<file path="config.mk">
export PLATFORM = sky130hd
export DESIGN_NAME = and_reduce_pipe
export DESIGN_NICKNAME = d
export VERILOG_FILES = /design/src/rtl/and_reduce_pipe.sv
export SDC_FILE = /design/constraint.sdc
export NUM_CORES = 1
export LEC_CHECK = 0
export ABC_AREA = 1
export CAP_MARGIN = 15
export CORE_MARGIN = 8
export CORE_UTILIZATION = 36
export DETAILED_ROUTE_END_ITERATION = 12
export GPL_TIMING_DRIVEN = 0
export MAX_ROUTING_LAYER = met4
export SKIP_LAST_GASP = 1
export SLEW_MARGIN = 20
export SYNTH_ARGS = -nofsm -noshare
export SYNTH_HDL_FRONTEND = slang
export SYNTH_SLANG_ARGS = --single-unit
</file>
<file path="constraint.sdc">
create_clock -name clk -period 2.9 [get_ports clk]
set_input_delay 0.58 -clock clk [delete_from_list [all_inputs] [get_ports clk]]
set_output_delay 0.58 -clock clk [all_outputs]
set_load 0.03 [all_outputs]
</file>
<file path="src/rtl/and_reduce_pipe.sv">
// and_reduce_pipe: pipelined N_IN-bit reduction (AND / OR / XOR / NAND) built as a
// registered GROUP-ary tree. Each stage carries its beat's mode alongside the partials,
// and an elastic valid/ready chain lets the pipeline fill under stall without bubbles.
module and_reduce_pipe #(
    parameter int unsigned N_IN  = 16,
    parameter int unsigned GROUP = 4
) (
    input  logic            clk,
    input  logic            rst_n,
    input  logic [N_IN-1:0] in_data,
    input  logic [1:0]      in_mode,
    input  logic            in_valid,
    output logic            in_ready,
    output logic            out1,
    output logic            out_valid,
    input  logic            out_ready,
    output logic            busy
);

    // Smallest k >= 1 with g^k >= n.
    function automatic int unsigned calc_lat(input int unsigned n, input int unsigned g);
        int unsigned k;
        int unsigned span;
        k    = 1;
        span = g;
        while (span < n) begin
            span = span * g;
            k++;
        end
        return k;
    endfunction

    function automatic int unsigned ipow(input int unsigned base, input int unsigned e);
        int unsigned r;
        r = 1;
        for (int unsigned i = 0; i < e; i++) begin
            r = r * base;
        end
        return r;
    endfunction

    localparam int unsigned LAT    = calc_lat(N_IN, GROUP);
    localparam int unsigned LEAVES = ipow(GROUP, LAT);

    localparam logic [1:0] MODE_AND  = 2'd0;
    localparam logic [1:0] MODE_OR   = 2'd1;
    localparam logic [1:0] MODE_XOR  = 2'd2;
    localparam logic [1:0] MODE_NAND = 2'd3;

    // NAND shares the AND node; its inversion happens only at the final register.
    function automatic logic node(input logic [GROUP-1:0] g, input logic [1:0] mode);
        case (mode)
            MODE_OR:  return |g;
            MODE_XOR: return ^g;
            default:  return &g;
        endcase
    endfunction

    logic [LEAVES-1:0] leaf;
    logic [LAT-1:0]    valid_vec;
    logic [LAT-1:0]    ready_vec;
    logic              ready_run;

    // Pad unused leaves with the identity of the incoming beat's mode.
    always_comb begin
        leaf           = {LEAVES{(in_mode == MODE_AND) || (in_mode == MODE_NAND)}};
        leaf[N_IN-1:0] = in_data;
    end

    // A stage can load when it is empty or every stage after it can move on.
    always_comb begin
        ready_vec = '0;
        ready_run = out_ready;
        for (int k = int'(LAT) - 1; k >= 0; k--) begin
            ready_run    = ready_run || !valid_vec[k];
            ready_vec[k] = ready_run;
        end
    end

    for (genvar k = 0; k < LAT; k++) begin : g_stage
        localparam int unsigned W    = ipow(GROUP, LAT - 1 - k);
        localparam bit          LAST = (k == LAT - 1);

        logic [W*GROUP-1:0] src;
        logic [1:0]         src_mode;
        logic               src_valid;
        logic [W-1:0]       red;
        logic [W-1:0]       part_q;
        logic               valid_q;

        if (k == 0) begin : g_src
            assign src       = leaf;
            assign src_mode  = in_mode;
            assign src_valid = in_valid;
        end else begin : g_src
            assign src       = g_stage[k-1].part_q;
            assign src_mode  = g_stage[k-1].g_mode.mode_q;
            assign src_valid = g_stage[k-1].valid_q;
        end

        // One tree level: each output partial reduces GROUP neighbouring inputs.
        always_comb begin
            red = '0;
            for (int j = 0; j < int'(W); j++) begin
                red[j] = node(src[j*GROUP +: GROUP], src_mode);
            end
        end

        // Stage valid and partials advance together; data only loads with a real beat.
        always_ff @(posedge clk or negedge rst_n) begin
            if (!rst_n) begin
                valid_q <= 1'b0;
                part_q  <= '0;
            end else if (ready_vec[k]) begin
                valid_q <= src_valid;
                if (src_valid) begin
                    part_q <= red ^ {W{LAST && (src_mode == MODE_NAND)}};
                end
            end
        end

        // The final stage has already applied the mode, so only inner stages keep it.
        if (!LAST) begin : g_mode
            logic [1:0] mode_q;

            // Mode travels with its beat into the next level.
            always_ff @(posedge clk or negedge rst_n) begin
                if (!rst_n) begin
                    mode_q <= MODE_AND;
                end else if (ready_vec[k] && src_valid) begin
                    mode_q <= src_mode;
                end
            end
        end

        assign valid_vec[k] = valid_q;
    end

    assign in_ready  = ready_vec[0];
    assign out_valid = valid_vec[LAT-1];
    assign out1      = g_stage[LAT-1].part_q[0];
    assign busy      = |valid_vec;

endmodule

</file>
==> impl_results.md <==
- IO Port Bufs: 25
- Wire per inst: 10.0 um
- Max Cap Viol: 0
- Psw: 192 uW
- Total power draw: 507 uW
- Placer Congestion: 0.725
- Vias per cell: 4.56
- DRT antenna net count: 0
- Die Y: 69.0 um
- Synth Flop Type: dfrtp_1
- Outcome: complete, no violations
- Core area: 2710 sq um
- CTS resizes: 0
- Syn. warnings: 0
- CP max stage cell: clkdlybuf4s50_1
- Fraction of registers with async set/reset: 100%
- First-pass GRT wire length: 3.45 mm
- Via Count: 866
- Die Width: 69.0 um
- Max Freq: 407 MHz
- Fin nets: 207
- TritonCTS buffer count: 3
- Final-report hold violation count: 0
- Setup TNS: 0 ns
- Syn Nets: 177
- Clock buffer depth: 2
- Reg power frac: 34.0%
- Postcts setup bufs: 0
- Met3 WL: 11 um
- Count of state elements after synthesis: 9
- Inst Count DP: 186
- Clock power frac: 18.2%
- Switching share of power: 37.9%
- P_leak: 0.000712 uW
- Layout cells sized above 1: 10.1%
- Top cells by area, synth: ha_1, dfrtp_1, nand2_1
- Met2 WL post-DR: 1.01 mm
- Root Driver: clkbuf_4
- Top-count cell post-synth: nand2_1
- Initial Util: 37.3%
- VDD IR-drop max: 0.437 mV
- Highest metal used: met4
- Final Max Tran Viols: 0
- # IOs: 26
- EDFF count, synth: 0
- Slew @ Worst Pin: 0.414 ns
- Antenna diode count: 0
- Commonest cells post-synth: nand2_1, inv_1, ha_1, dfrtp_1, nand3_1
- WS Path Type: in2out
- Global Route Usage Sum: 9.65%
- Post-Syn Instances: 130
- Combinational fraction of design power: 47.7%
- Post-DP HPWL: 1.75 mm
- Worst-path clk slew: 0.06 ns
- Hold WC Path Type: reg2reg
- Initial drt markers: 25
- Num rows: 19
- Die ar.: 4760 sq um
- M1 wire length: 840 um
- CTS tree: yes
- Avg Cell Area, Syn: 7.77 sq um
- Area growth syn-to-layout: 31.2%
- Crit path DAT: 1.88 ns
- H-tree levels: 1
- Pwr dens: 382 nW/um^2
- Register area share after synthesis: 22.3%
- Remaining global-route overflow: 0
- Peak fanout along the critical path: 3
- Vias in the first global route: 893
- Clock sinks: 9
- Most frequent CP cell: clkdlybuf4s50_1
- Synth top area share: 31.0%
- Worst setup EP type: output port
- Clock skew: 0.00548 ns
- # setup viols final: 0
- Initial DRT Pass Iterations: 4
- Tmin final: 2.46 ns
- Final Cycle Share: 84.7%
- Post-route DRC: 0
- Final Instance Count excl. Fillers: 190
- Largest net degree at the start of global routing: 10
- Data required, critical path: 2.32 ns
- P_int: 315 uW
- Rel. slew slack: 72.3%
- Routed WL: 1.91 mm
- Initial antenna violation count: 0
- WHS: 0.484 ns
- Hold Buf Count CTS: 0
- Post-synthesis cell type count: 18
- Max stage delay on crit path: 0.68 ns
- Mapped cell area: 1010 sq um
- CP Cell Sequence: clkdlybuf4s50_1 -> inv_1 -> nand3_4 -> clkdlybuf4s50_1
- Clk Latency, worst-skew pair: 0.25 ns
- Crit start category: primary input
- RSZ-0062 raised after global routing: no
- Leading area contributor after synthesis: ha_1
-- state kept, by name, indices dropped and copies added, names as in the netlist --
signal and count:
g_stage.g_mode.mode_q 2, g_stage.part_q 4, g_stage.valid_q 1, out1 1, out_valid 1
-- routing by layer --
layer,track usage (%),up-vias
li1,-,459
met1,9.93,388
met2,17.1,15
met3,0.969,4
met4,6.02,0
met5,-,-
-- critical path: cells and delay by family --
kind | cells | cell delay (ns)
buf+inv | 3 | 1.20
simple gates | 1 | 0.10
-- metrics by stage --
step	utilization, %	instance area (sq um)	setup slack [ns]
6_report	48.9	1330	0.445
5_1_grt	48.9	1330	0.409
4_1_cts	48.9	1330	0.431
3_5_place_dp	47.9	1300	0.431
3_3_place_gp	47.9	1300	0.438
2_1_floorplan	-	1010	1.40
-- power by group through the flow --
stage	Combinational (uW)	Sequential, uW	Clock (uW)
5_1_grt	278	177	106
4_1_cts	247	173	97.1
3_5_place_dp	246	175	0
6_report	242	172	92.4
2_1_floorplan	139	190	0
3_3_place_gp	238	174	0
-- layout make-up --
class / instances / area (sq um)
fill: 263 / 1390
multi-input combinational: 90 / 663
tap: 31 / 38.8
inverter: 31 / 121
timing repair buffer: 25 / 250
sequential: 9 / 225
clock buffer: 4 / 26.3
-- worst paths after layout --
check | start | endpoint | slack, ns | cells after the start
worst max-delay path | out_ready | in_ready | 0.44 | 4
worst min-delay path | out1$_DFFE_PN0P_ | out1$_DFFE_PN0P_ | 0.48 | 2
worst max register to register | g_stage[0].g_mode.mode_q[0]$_DFFE_PN0P_ | out1$_DFFE_PN0P_ | 1.61 | 8
worst min register to register | out1$_DFFE_PN0P_ | out1$_DFFE_PN0P_ | 0.48 | 2
max in group asynchronous | rst_n | g_stage[0].g_mode.mode_q[1]$_DFFE_PN0P_ | 1.98 | 1
min in group asynchronous | rst_n | g_stage[0].g_mode.mode_q[0]$_DFFE_PN0P_ | 0.62 | 1
-- cell families (layout without fill, tap and decap cells) --
group           Yosys count  in the layout  share of synthesized area (%)
compound gates            9              9                           6.69
fa+ha+maj                25             25                           31.0
buf+inv                  31             60                           12.0
flops                     9              9                           22.3
simple gates             56             56                           28.0
-- cells in the final DEF, fill, tap and decap left out, types with 3 or more instances in the layout --
| cell type | n |
|---|---|
| nand2_1 | 36 |
| inv_1 | 30 |
| ha_1 | 25 |
| clkdlybuf4s50_1 | 25 |
| nand3_1 | 9 |
| dfrtp_1 | 9 |
| or2_0 | 3 |
| nand3_2 | 3 |
| o21ai_2 | 3 |
| o21ai_0 | 3 |
| clkbuf_4 | 3 |
(Power assumes the default switching activity.)
